<file path="config.mk">
export PLATFORM = sky130hd
export DESIGN_NAME = traffic_light_monitor
export DESIGN_NICKNAME = d
export VERILOG_FILES = /design/src/rtl/traffic_light_pkg.sv /design/src/rtl/traffic_light_monitor_dwell_counter.sv /design/src/rtl/traffic_light_monitor.sv
export SDC_FILE = /design/constraint.sdc
export NUM_CORES = 1
export LEC_CHECK = 0
export ABC_AREA = 1
export BUFFER_PORTS_ARGS = -buffer_cell sky130_fd_sc_hd__buf_2
export CORE_ASPECT_RATIO = 0.7
export CORE_MARGIN = 1.5
export CORE_UTILIZATION = 55
export CTS_BUF_LIST = sky130_fd_sc_hd__clkbuf_2
export DETAILED_ROUTE_END_ITERATION = 7
export GPL_ROUTABILITY_DRIVEN = 0
export GPL_TIMING_DRIVEN = 0
export HOLD_SLACK_MARGIN = 0.05
export PLACE_DENSITY = 0.89
export SETUP_SLACK_MARGIN = 0.02
export SYNTH_ARGS = -nofsm -noshare
export SYNTH_HDL_FRONTEND = slang
export SYNTH_SLANG_ARGS = --single-unit
</file>
<file path="constraint.sdc">
create_clock -name clk -period 3.5 [get_ports clk]
set_input_delay 1.05 -clock clk [delete_from_list [all_inputs] [get_ports clk]]
set_output_delay 1.05 -clock clk [all_outputs]
set_load 0.02 [all_outputs]
</file>
<file path="src/rtl/traffic_light_pkg.sv">
// Shared lamp patterns, phase/fault encodings and monitor states for the
// traffic light conflict monitor.
package traffic_light_pkg;

    localparam logic [2:0] RED    = 3'b100;
    localparam logic [2:0] YELLOW = 3'b010;
    localparam logic [2:0] GREEN  = 3'b001;

    typedef enum logic [1:0] {
        PH_NSG = 2'd0,
        PH_NSY = 2'd1,
        PH_EWG = 2'd2,
        PH_EWY = 2'd3
    } phase_e;

    typedef enum logic [2:0] {
        FC_NONE     = 3'd0,
        FC_ENC      = 3'd1,
        FC_CONFLICT = 3'd2,
        FC_SEQ      = 3'd3,
        FC_SHORT    = 3'd4,
        FC_LONG     = 3'd5
    } fault_code_e;

    typedef enum logic [2:0] {
        ST_SYNC  = 3'd0,
        ST_NSG   = 3'd1,
        ST_NSY   = 3'd2,
        ST_EWG   = 3'd3,
        ST_EWY   = 3'd4,
        ST_FAULT = 3'd5
    } mon_state_e;

    function automatic logic is_onehot3(input logic [2:0] v);
        return (v == 3'b001) || (v == 3'b010) || (v == 3'b100);
    endfunction

    function automatic logic [2:0] phase_ns(input phase_e p);
        case (p)
            PH_NSG:  return GREEN;
            PH_NSY:  return YELLOW;
            default: return RED;
        endcase
    endfunction

    function automatic logic [2:0] phase_ew(input phase_e p);
        case (p)
            PH_EWG:  return GREEN;
            PH_EWY:  return YELLOW;
            default: return RED;
        endcase
    endfunction

    function automatic mon_state_e phase_state(input phase_e p);
        case (p)
            PH_NSG:  return ST_NSG;
            PH_NSY:  return ST_NSY;
            PH_EWG:  return ST_EWG;
            default: return ST_EWY;
        endcase
    endfunction

    function automatic logic is_tracking(input mon_state_e s);
        return (s == ST_NSG) || (s == ST_NSY) || (s == ST_EWG) || (s == ST_EWY);
    endfunction

endpackage

</file>
<file path="src/rtl/traffic_light_monitor_dwell_counter.sv">
// Saturating dwell counter: load-1 on phase entry, increment while the phase holds.
module tl_dwell_counter #(
    parameter int CNT_W = 8
) (
    input  logic             clk,
    input  logic             reset,
    input  logic             load_one,
    input  logic             inc,
    output logic [CNT_W-1:0] cnt
);

    logic [CNT_W-1:0] cnt_q, cnt_d;

    always_comb begin
        cnt_d = cnt_q;
        if (load_one) begin
            cnt_d = {{(CNT_W-1){1'b0}}, 1'b1};
        end else if (inc && (cnt_q != {CNT_W{1'b1}})) begin
            cnt_d = cnt_q + {{(CNT_W-1){1'b0}}, 1'b1};
        end else begin
            cnt_d = cnt_q;
        end
    end

    always_ff @(posedge clk or posedge reset) begin
        if (reset) begin
            cnt_q <= {CNT_W{1'b0}};
        end else begin
            cnt_q <= cnt_d;
        end
    end

    assign cnt = cnt_q;

endmodule

</file>
<file path="src/rtl/traffic_light_monitor.sv">
// Independent conflict monitor: tracks NS/EW lamp phases, checks order and dwell,
// latches the first fault and forces all-red safe outputs.
module traffic_light_monitor
    import traffic_light_pkg::*;
#(
    parameter int CNT_W      = 8,
    parameter int MIN_GREEN  = 4,
    parameter int MAX_GREEN  = 16,
    parameter int MIN_YELLOW = 2,
    parameter int MAX_YELLOW = 4
) (
    input  logic             clk,
    input  logic             reset,
    input  logic [2:0]       ns_light,
    input  logic [2:0]       ew_light,
    input  logic             fault_clr,
    output logic [2:0]       safe_ns,
    output logic [2:0]       safe_ew,
    output logic [1:0]       phase,
    output logic             phase_valid,
    output logic [CNT_W-1:0] dwell,
    output logic             fault,
    output logic [2:0]       fault_code,
    output logic [15:0]      cycle_count
);

    mon_state_e       state_q, state_d;
    phase_e           phase_q, phase_d, trk_phase_s, succ_phase_s;
    fault_code_e      fault_code_q, fault_code_d, viol_code_s;
    logic [2:0]       last_ns_q, last_ns_d, last_ew_q, last_ew_d;
    logic [2:0]       safe_ns_q, safe_ns_d, safe_ew_q, safe_ew_d;
    logic             phase_valid_q, phase_valid_d;
    logic             fault_q, fault_d;
    logic [15:0]      cycle_count_q, cycle_count_d;
    logic [CNT_W-1:0] dwell_s, min_s, max_s;
    logic             tracking_s, same_s, succ_s, legal_move_s;
    logic             viol_s, sync_exit_s, dwell_load_s, dwell_inc_s;

    always_comb begin
        case (state_q)
            ST_NSY:  trk_phase_s = PH_NSY;
            ST_EWG:  trk_phase_s = PH_EWG;
            ST_EWY:  trk_phase_s = PH_EWY;
            default: trk_phase_s = PH_NSG;
        endcase
    end

    // Violation checks in priority order; lower codes shadow higher ones.
    always_comb begin
        tracking_s   = is_tracking(state_q);
        succ_phase_s = phase_e'(trk_phase_s + 2'd1);
        same_s       = (ns_light == phase_ns(trk_phase_s)) && (ew_light == phase_ew(trk_phase_s));
        succ_s       = (ns_light == phase_ns(succ_phase_s)) && (ew_light == phase_ew(succ_phase_s));
        if ((trk_phase_s == PH_NSG) || (trk_phase_s == PH_EWG)) begin
            min_s = CNT_W'(MIN_GREEN);
            max_s = CNT_W'(MAX_GREEN);
        end else begin
            min_s = CNT_W'(MIN_YELLOW);
            max_s = CNT_W'(MAX_YELLOW);
        end
        legal_move_s = 1'b0;
        viol_code_s  = FC_NONE;
        if (!is_onehot3(ns_light) || !is_onehot3(ew_light)) begin
            viol_code_s = FC_ENC;
        end else if ((ns_light != RED) && (ew_light != RED)) begin
            viol_code_s = FC_CONFLICT;
        end else if (tracking_s) begin
            if (same_s) begin
                viol_code_s = (dwell_s == max_s) ? FC_LONG : FC_NONE;
            end else if (succ_s) begin
                if (dwell_s < min_s) begin
                    viol_code_s = FC_SHORT;
                end else begin
                    legal_move_s = 1'b1;
                end
            end else begin
                viol_code_s = FC_SEQ;
            end
        end else begin
            viol_code_s = FC_NONE;
        end
        viol_s      = (state_q != ST_FAULT) && (viol_code_s != FC_NONE);
        sync_exit_s = (state_q == ST_SYNC) && !viol_s
                    && (last_ns_q == RED) && (last_ew_q == YELLOW)
                    && (ns_light == GREEN) && (ew_light == RED);
    end

    always_comb begin
        state_d = state_q;
        if (fault_clr) begin
            state_d = ST_SYNC;
        end else begin
            case (state_q)
                ST_SYNC: begin
                    if (viol_s) begin
                        state_d = ST_FAULT;
                    end else if (sync_exit_s) begin
                        state_d = ST_NSG;
                    end else begin
                        state_d = ST_SYNC;
                    end
                end
                ST_NSG, ST_NSY, ST_EWG, ST_EWY: begin
                    if (viol_s) begin
                        state_d = ST_FAULT;
                    end else if (legal_move_s) begin
                        state_d = phase_state(succ_phase_s);
                    end else begin
                        state_d = state_q;
                    end
                end
                ST_FAULT: state_d = ST_FAULT;
                default:  state_d = ST_FAULT;
            endcase
        end
    end

    // Output next-values; a clear always wins and its sample is ignored.
    always_comb begin
        safe_ns_d     = RED;
        safe_ew_d     = RED;
        fault_d       = fault_q;
        fault_code_d  = fault_code_q;
        phase_d       = phase_q;
        cycle_count_d = cycle_count_q;
        dwell_load_s  = 1'b0;
        dwell_inc_s   = 1'b0;
        if (fault_clr) begin
            fault_d      = 1'b0;
            fault_code_d = FC_NONE;
        end else if (state_q == ST_FAULT) begin
            fault_d = 1'b1;
        end else if (viol_s) begin
            fault_d      = 1'b1;
            fault_code_d = viol_code_s;
        end else begin
            safe_ns_d = ns_light;
            safe_ew_d = ew_light;
            if (sync_exit_s) begin
                phase_d      = PH_NSG;
                dwell_load_s = 1'b1;
            end else if (legal_move_s) begin
                phase_d      = succ_phase_s;
                dwell_load_s = 1'b1;
                if (trk_phase_s == PH_EWY) begin
                    cycle_count_d = cycle_count_q + 16'd1;
                end else begin
                    cycle_count_d = cycle_count_q;
                end
            end else if (tracking_s) begin
                dwell_inc_s = 1'b1;
            end else begin
                dwell_inc_s = 1'b0;
            end
        end
        phase_valid_d = is_tracking(state_d);
        last_ns_d     = fault_clr ? RED : ns_light;
        last_ew_d     = fault_clr ? RED : ew_light;
    end

    always_ff @(posedge clk or posedge reset) begin
        if (reset) begin
            state_q <= ST_SYNC;
        end else begin
            state_q <= state_d;
        end
    end

    always_ff @(posedge clk or posedge reset) begin
        if (reset) begin
            safe_ns_q     <= RED;
            safe_ew_q     <= RED;
            phase_q       <= PH_NSG;
            phase_valid_q <= 1'b0;
            fault_q       <= 1'b0;
            fault_code_q  <= FC_NONE;
            cycle_count_q <= 16'd0;
            last_ns_q     <= RED;
            last_ew_q     <= RED;
        end else begin
            safe_ns_q     <= safe_ns_d;
            safe_ew_q     <= safe_ew_d;
            phase_q       <= phase_d;
            phase_valid_q <= phase_valid_d;
            fault_q       <= fault_d;
            fault_code_q  <= fault_code_d;
            cycle_count_q <= cycle_count_d;
            last_ns_q     <= last_ns_d;
            last_ew_q     <= last_ew_d;
        end
    end

    tl_dwell_counter #(.CNT_W(CNT_W)) u_dwell (
        .clk      (clk),
        .reset    (reset),
        .load_one (dwell_load_s),
        .inc      (dwell_inc_s),
        .cnt      (dwell_s)
    );

    assign safe_ns     = safe_ns_q;
    assign safe_ew     = safe_ew_q;
    assign phase       = phase_q;
    assign phase_valid = phase_valid_q;
    assign dwell       = dwell_s;
    assign fault       = fault_q;
    assign fault_code  = fault_code_q;
    assign cycle_count = cycle_count_q;

endmodule

</file>
# Yosys cells after proc, flatten, opt, wreduce, memory -nomap -nowiden
# Cells that the tools add are included.
dict set report totals {
  regBits 46
  latchBits 0
  mem_bits_ro 0
  elab_cells 145
  inputBits 9
  memories 0
  mem_bits_rw 0
}
dict set report classes {
  magnitude_cmp 1
  mul 0
  eq_ne 33
  div_mod_pow 0
  reduce_logical 37
  bitwise_logic 4
  mux 56
  n_shift 0
  addsub 3
}
# op count
set op_table {}
lappend op_table {{3-bit two-way mux} 23}
lappend op_table {{3-bit case mux with 2 select lines} 5}
lappend op_table {{3-bit by 2-bit equality test with 1-bit output, second input constant} 7}
lappend op_table {{1-bit two-way mux} 21}
lappend op_table {{3-bit equality test, second input constant} 6}
lappend op_table {{16-bit by 1-bit adder with 16-bit output, second input constant} 1}
lappend op_table {{8-bit two-way mux} 2}
lappend op_table {{3-bit by 1-bit equality test with 1-bit output, second input constant} 4}
lappend op_table {{3-bit equality test} 4}
lappend op_table {{1-bit logical OR} 12}
lappend op_table {{1-bit logical AND} 10}
lappend op_table {{3-bit != test, second input constant} 3}
lappend op_table {{3-bit case mux with 3 select lines} 1}
lappend op_table {{8-bit by 1-bit adder with 8-bit output, second input constant} 1}
lappend op_table {{2-bit equality test, second input constant} 4}
lappend op_table {{8-bit equality test} 1}
lappend op_table {{8-bit < comparator} 1}
lappend op_table {{8-bit != test, second input constant} 1}
lappend op_table {{2-bit case mux with 3 select lines} 1}
lappend op_table {{6-bit AND reduction} 1}
lappend op_table {{2-bit nonzero test} 3}
lappend op_table {{3-bit nonzero test} 2}
lappend op_table {{5-bit two-way mux} 1}
lappend op_table {{2-bit by 1-bit equality test with 1-bit output, second input constant} 2}
lappend op_table {{10 further kinds} 17}

# Logic depth before layout (Yosys ltp)
dict set report depth {
  ltp_word 28
  mapped_depth 22
}

# Cells and area by module
# A second synthesis with hierarchy kept.
dict set report unflattened {
  hier_cells 355
  area_unflattened_um2 2827.7
}
# module seq_area_each_um2 area_per_inst_um2 cells_per_inst instances
set modules_own_cells {}
lappend modules_own_cells {traffic_light_monitor 955.9 2319.7 286 1}
lappend modules_own_cells {tl_dwell_counter 200.2 508.0 69 1}

# Least setup slack after synthesis
# Ideal clock, no wire load.
dict set report synth_timing {
  path_type {register to register}
  startpoint {register state_q[1]}
  endpoint {register phase_valid_q (netlist: phase_valid)}
  path_stages_with_launch 22
  t_arrival_ns 2.427
  setup_ns 0.113
  path_slack_ns 0.960
  required_time_ns 3.387
  n_path_buf 0
  synth_period_minus_slack_ns 2.540
  path_cell_list {dfrtp_1 > nor2_2 > nand2_2 > nand2_1 > inv_1 > ha_1 > inv_1 > nand2_1 > nand2_1 > nand2_1 > nor2_1 > nand2_2 > nor2_2 > nor2_1 > a21oi_1 > nand2_1 > nand2_2 > nand3_1 > nand2_1 > nand2_1 > nand2_1 > inv_1}
}
dict set report synth_between {
  elab_chain_len 28
  word_cells_on_any_way 70
}
# item line
set synth_lines {}
lappend synth_lines {{from (decl)} traffic_light_monitor.sv:27} ;# mon_state_e state_q, state_d;
lappend synth_lines {{from (signal assigned)} traffic_light_monitor.sv:165} ;# state_q <= state_d;
lappend synth_lines {{3-bit equality test / 3-bit by 2-bit equality test with 1-bit output (equally long branches)} {traffic_light_pkg.sv:64, traffic_light_monitor.sv:40, traffic_light_monitor.sv:93}}
lappend synth_lines {{2-bit case mux with 3 select lines} traffic_light_monitor.sv:40} ;# case (state_q)
lappend synth_lines {{2-bit equality test, or another cell as far along} {traffic_light_pkg.sv:47, traffic_light_monitor.sv:54}}
lappend synth_lines {{1-bit logical OR, or another cell as far along} traffic_light_monitor.sv:54} ;# if ((trk_phase_s == PH_NSG) || (trk_phase_s == PH_EWG)) begin
lappend synth_lines {{3-bit two-way mux, or another cell as far along} traffic_light_monitor.sv:54}
lappend synth_lines {{8-bit < comparator / 3-bit equality test (equally long branches)} {traffic_light_monitor.sv:71, traffic_light_monitor.sv:53}}
lappend synth_lines {{3-bit two-way mux / 1-bit logical AND (equally long branches)} {traffic_light_monitor.sv:71, traffic_light_monitor.sv:53}}
lappend synth_lines {{3-bit two-way mux} traffic_light_monitor.sv:70} ;# end else if (succ_s) begin
lappend synth_lines {{[... 12 more ...]} n/a}
lappend synth_lines {{1-bit two-way mux} traffic_light_monitor.sv:97} ;# end else if (sync_exit_s) begin
lappend synth_lines {{3-bit two-way mux} traffic_light_monitor.sv:95} ;# if (viol_s) begin
lappend synth_lines {{3-bit case mux with 2 select lines *} traffic_light_monitor.sv:93} ;# case (state_q)
lappend synth_lines {{3-bit two-way mux *} traffic_light_monitor.sv:90} ;# if (fault_clr) begin
lappend synth_lines {{3-bit by 1-bit equality test with 1-bit output / 3-bit by 2-bit equality test with 1-bit output (equally long branches)} traffic_light_pkg.sv:64} ;# return (s == ST_NSG) || (s == ST_NSY) || (s == ST_EWG) || (s == ST_EWY);
lappend synth_lines {{1-bit logical OR (2 in a row)} traffic_light_pkg.sv:64}
lappend synth_lines {{1-bit logical OR *} traffic_light_pkg.sv:64}
lappend synth_lines {{net phase_valid_d} traffic_light_monitor.sv:32} ;# logic phase_valid_q, phase_valid_d;
lappend synth_lines {{to (signal assigned)} traffic_light_monitor.sv:184} ;# phase_valid_q <= phase_valid_d;
lappend synth_lines {{to (decl)} traffic_light_monitor.sv:32}
# The timed path passes the listed nets; every way through them passes the cells marked *.
# A chain may end at the register's enable or synchronous reset.

# Worst setup path in the final report
dict set report layout_timing {
  startpoint {register state_q[1]}
  endpoint {register u_dwell.cnt_q[2] (netlist: u_dwell.cnt[2])}
}
dict set report layout_between {
  elab_chain_len 26
  word_cells_on_any_way 70
}
# item line
set layout_lines {}
lappend layout_lines {{3-bit equality test / 3-bit by 2-bit equality test with 1-bit output (equally long branches)} {traffic_light_pkg.sv:64, traffic_light_monitor.sv:40}}
lappend layout_lines {{2-bit case mux with 3 select lines} traffic_light_monitor.sv:40}
lappend layout_lines {{2-bit equality test, or another cell as far along} {traffic_light_pkg.sv:47, traffic_light_monitor.sv:54}}
lappend layout_lines {{1-bit logical OR, or another cell as far along} traffic_light_monitor.sv:54}
lappend layout_lines {{3-bit two-way mux, or another cell as far along} traffic_light_monitor.sv:54}
lappend layout_lines {{8-bit < comparator / 3-bit equality test (equally long branches)} {traffic_light_monitor.sv:71, traffic_light_monitor.sv:53}}
lappend layout_lines {{3-bit two-way mux / 1-bit logical AND (equally long branches)} {traffic_light_monitor.sv:71, traffic_light_monitor.sv:53}}
lappend layout_lines {{3-bit two-way mux} traffic_light_monitor.sv:70}
lappend layout_lines {{[... 8 more ...]} n/a}
lappend layout_lines {{1-bit logical AND (2 in a row)} traffic_light_monitor.sv:84} ;# && (last_ns_q == RED) && (last_ew_q == YELLOW)
lappend layout_lines {{1-bit logical AND (2 in a row)} traffic_light_monitor.sv:85} ;# && (ns_light == GREEN) && (ew_light == RED);
lappend layout_lines {{1-bit two-way mux} traffic_light_monitor.sv:139} ;# if (sync_exit_s) begin
lappend layout_lines {{1-bit two-way mux} traffic_light_monitor.sv:133} ;# end else if (viol_s) begin
lappend layout_lines {{1-bit two-way mux} traffic_light_monitor.sv:131} ;# end else if (state_q == ST_FAULT) begin
lappend layout_lines {{1-bit two-way mux} traffic_light_monitor.sv:128} ;# if (fault_clr) begin
lappend layout_lines {{1-bit logical AND} traffic_light_monitor_dwell_counter.sv:18} ;# end else if (inc && (cnt_q != {CNT_W{1'b1}})) begin
lappend layout_lines {{2-bit nonzero test (no source line)} n/a}
lappend layout_lines {{to (signal assigned)} traffic_light_monitor_dwell_counter.sv:27} ;# cnt_q <= {CNT_W{1'b0}};
lappend layout_lines {{to (signal assigned)} traffic_light_monitor_dwell_counter.sv:29} ;# cnt_q <= cnt_d;
lappend layout_lines {{to (decl)} traffic_light_monitor_dwell_counter.sv:12} ;# logic [CNT_W-1:0] cnt_q, cnt_d;
# Parallel ways exist; a longest one is shown, timed or not.

==> summary.md <==
| Metric | Value |
|---|---|
| Outcome | completed |
| Critical-path cell list | nor2_2 -> nand2_2 -> nand2_1 -> inv_1 -> ha_1 -> inv_1 -> nand2_1 -> nand2_1 -> nand2_1 -> nor2_1 -> nand2_2 -> nor2_2 -> nor2_1 -> nor2_1 -> nand2_1 -> nand2_2 -> nand4_4 -> nand2_2 -> nand2_1 -> nand2_1 |
| Remaining routing DRC violations | 0 |
| DP Worst Slack | 0.5334 ns |
| DP HPWL | around 4700 um |
| Detail Route Antenna Nets | 0 |
| First DRT Iteration DRCs | about 210 |
| CTS buffer count | 5 |
| CP max FO | 7 |
| Pleak | between 1.5 and 2 nW |
| Final Hold Vio Count | 0 |
| Commonest cells after routing, fill and taps aside | nand2_1 (96), buf_2 (46), nor2_1 (43) |
| Sink Count | 46 |
| Cell area after placement | 0.003114 mm^2 |
| Final nets | approximately 440 |
| Row Count | 21 |
| Most Frequent Cell on Critical Path | nand2_1 |
| Core area | 0.004835 mm^2 |
| Max cap viols | 0 |
| Resize count post-CTS | 0 |
| Async set-reset flop share out of synthesis | 1.000 |
| CTS tree | yes |
| Fin. max-slew vios | 0 |
| DR WL met3 | 396 um |
| CP delay by family, top | simple AND/OR/NAND/NOR gates |
| Arrival time worst endpoint | 3.41 ns |
| Crit path kind | reg -> reg |
| Unrepaired setup endpoints after global routing | false |
| Die Wd | around 88 um |
| Drt via density | around 5.2 |
| Grt total ovfl | 0 |
| Port-buffer cells | 45 |
| Hold buffer count at cts | 0 |
| Die Ht | between 60 and 70 um |
| Crit path largest cell delay | approximately 0.5 ns |
| Share of post-route cells with drive strength above 1 | 0.2162 |
| Clk_skew | between 0.02 and 0.03 ns |
| Synth area leader | dfrtp_1 |
| Drt pass-1 iters | 5 |
| Crit start category | register |
| Fin area | roughly 0.0032 mm^2 |
| Max-slew headroom | 0.6760 |
| Routed wl met2 | about 2600 um |
| DRT met1 WL | roughly 2800 um |
| Post-Syn Area | around 0.0028 mm^2 |
| Least-Margin Pin Slew | approximately 0.49 ns |
| Root Buffer Master | clkbuf_2 |
| Overall routing resource usage | 0.2267 |
| Die area | 0.005502 mm^2 |
| Number of enable flip-flop cells after synthesis | 0 |
| Ranking of synthesized cells by area | dfrtp_1 (38%), nand2_1 (13%), nand3_1 (7.6%), nor2_1 (5.8%), inv_1 (5.5%) |
| Worst hold path depth | 1 |
| Area Growth Syn to Fin | 13.49% |
| Commonest non-fill, non-tap cell in the layout | nand2_1 |
| Fmax | approximately 0.33 GHz |
| Largest net degree at the start of global routing | 35 |
| Sequential share of the synthesized area | 0.4155 |
| Worst setup EP type | register |
| Seq cells post-synth | 46 |
| Max IR drop VDD | 0.1860 mV |
| Hold Slack | about 0.50 ns |
| Setup Viol. Count Final | 0 |
| Synth Area per Inst | approximately 7.6 um^2 |
| CTS max path bufs | 2 |
| Initial antenna violation count | 0 |
| Period Utilization, post-route | 0.8702 |
| Worst endpoint required time | roughly 3.9 ns |
| Initial Utilization | 0.5756 |
| Hold Path Class | reg -> reg |
| Fillers | 396 |
| Post-route setup TNS | 0 ns |
| Vias in the first global route | between 2,000 and 2,500 |
| Synth warnings | 0 |
| CP bufs+invs | 2 |
| Vias | 2,541 |
| Boundary Pins | 46 |
| Syn nets | 385 |
| Top routing layer used | met4 |
| Ys flop type | dfrtp_1 |
| Power Density | 301.9 mW/mm^2 |
| Critical path depth | 20 |
| First-pass GRT wire length | 9880 um |
| Post-DR wirelength/cell | ~12 um |
| Final worst slack | 0.4543 ns |
| Crit path time final | 3.046 ns |
| Postcts setup bufs | 0 |
| Yosys cell types | 31 |
| ANT cells | 0 |
| Post-Route WL | 5882 um |
| Top-area cell type share of the netlist area | 0.3777 |
| CTS H-Tree Depth | 2 |
| Clk slew on worst S/H paths | ~0.23 ns |
| Later-pin clock latency in the skew report | 0.43 ns |
| Crit-path slowest cell | dfrtp_1 |
| Syn Inst Count | 367 |
| R2R cell count | 20 |
==> report_power, final <==
group | internal [mW] | leakage [nW] | switching [mW] | total (mW)
registers | 0.548 | 0.602 | 0.0155 | 0.563
clock network | 0.0526 | 0.0330 | 0.174 | 0.226
logic | 0.0536 | 1.15 | 0.110 | 0.164
==> synthesized netlist by cell type, types with 2 or more instances <==
| master | count |
|---|---|
| nor3_1 | 8 |
| a21oi_1 | 5 |
| nor2_2 | 4 |
| xor2_1 | 13 |
| inv_1 | 41 |
| nand4_1 | 11 |
| inv_2 | 9 |
| nand2_2 | 9 |
| dfstp_2 | 4 |
| ha_1 | 9 |
| o21ai_0 | 6 |
| xnor2_1 | 7 |
| nor2_1 | 43 |
| nand2_1 | 96 |
| nor2_4 | 3 |
| dfrtp_1 | 42 |
| nand3_1 | 42 |
| clkbuf_1 | 2 |
==> worst register-to-register path, delay by kind of cell, from the launching register on <==
kind,cells,cell delay (ns)
adders and majority gates,1,0.25
buffers and inverters,2,0.16
DFF,1,0.50
and+or+nand+nor,17,2.09
==> layout make-up <==
type	instances	area, um^2	share of cell area
clock inverter	2	13.76	0.004358
sequential	46	1156	0.3661
timing repair buffer	46	245.2	0.07765
multi-input combinational	267	1420	0.4497
tap	69	86.33	0.02734
buffer	3	12.51	0.003962
clock buffer	6	30.03	0.009509
inverter	51	193.9	0.06141
==> cells by family after synthesis <==
family                   after synthesis  share of synthesized area
AO/OA/AOI/OAI                         14                    0.02968
XOR/XNOR                              20                    0.06295
adder cells (fa/ha/maj)                9                    0.04047
buffers and inverters                 54                    0.07419
flip-flops                            46                     0.4155
AND/OR/NAND/NOR                      224                     0.3773
==> worst paths after layout <==
check	startpoint	endpoint	slack (ns)
max	state_q[1]	u_dwell.cnt[2]	0.45
min	cycle_count[15]	cycle_count[15]	0.50
max reg2reg	state_q[1]	u_dwell.cnt[2]	0.45
min reg2reg	cycle_count[15]	cycle_count[15]	0.50
max in group asynchronous	reset	safe_ns[2]	2.46
min in group asynchronous	reset	u_dwell.cnt[3]	0.52
==> metal layers <==
metal,global-route usage,vias to the layer above
met5,0,-
met4,0.06055,0
met3,0.04756,10
met2,0.3588,100
met1,0.3160,1159
li1,-,1272
==> sequential cells by signal (all words and copies together), names as in the netlist <==
name	count
cycle_count	16
u_dwell.cnt	8
fault_code	3
last_ew_q	3
last_ns_q	3
safe_ew	3
safe_ns	3
state_q	3
phase	2
fault	1
phase_valid	1
==> through the flow <==
stage	std cells	utilization	power (mW)
after floorplan	367	-	0.6863
after global placement	481	0.6400	0.7256
after detailed placement	482	0.6442	0.7354
after CTS	490	0.6532	0.9544
after global routing	490	0.6532	1.000
final	490	0.6532	0.9534
Note: power is estimated with default switching activity, not from simulation.
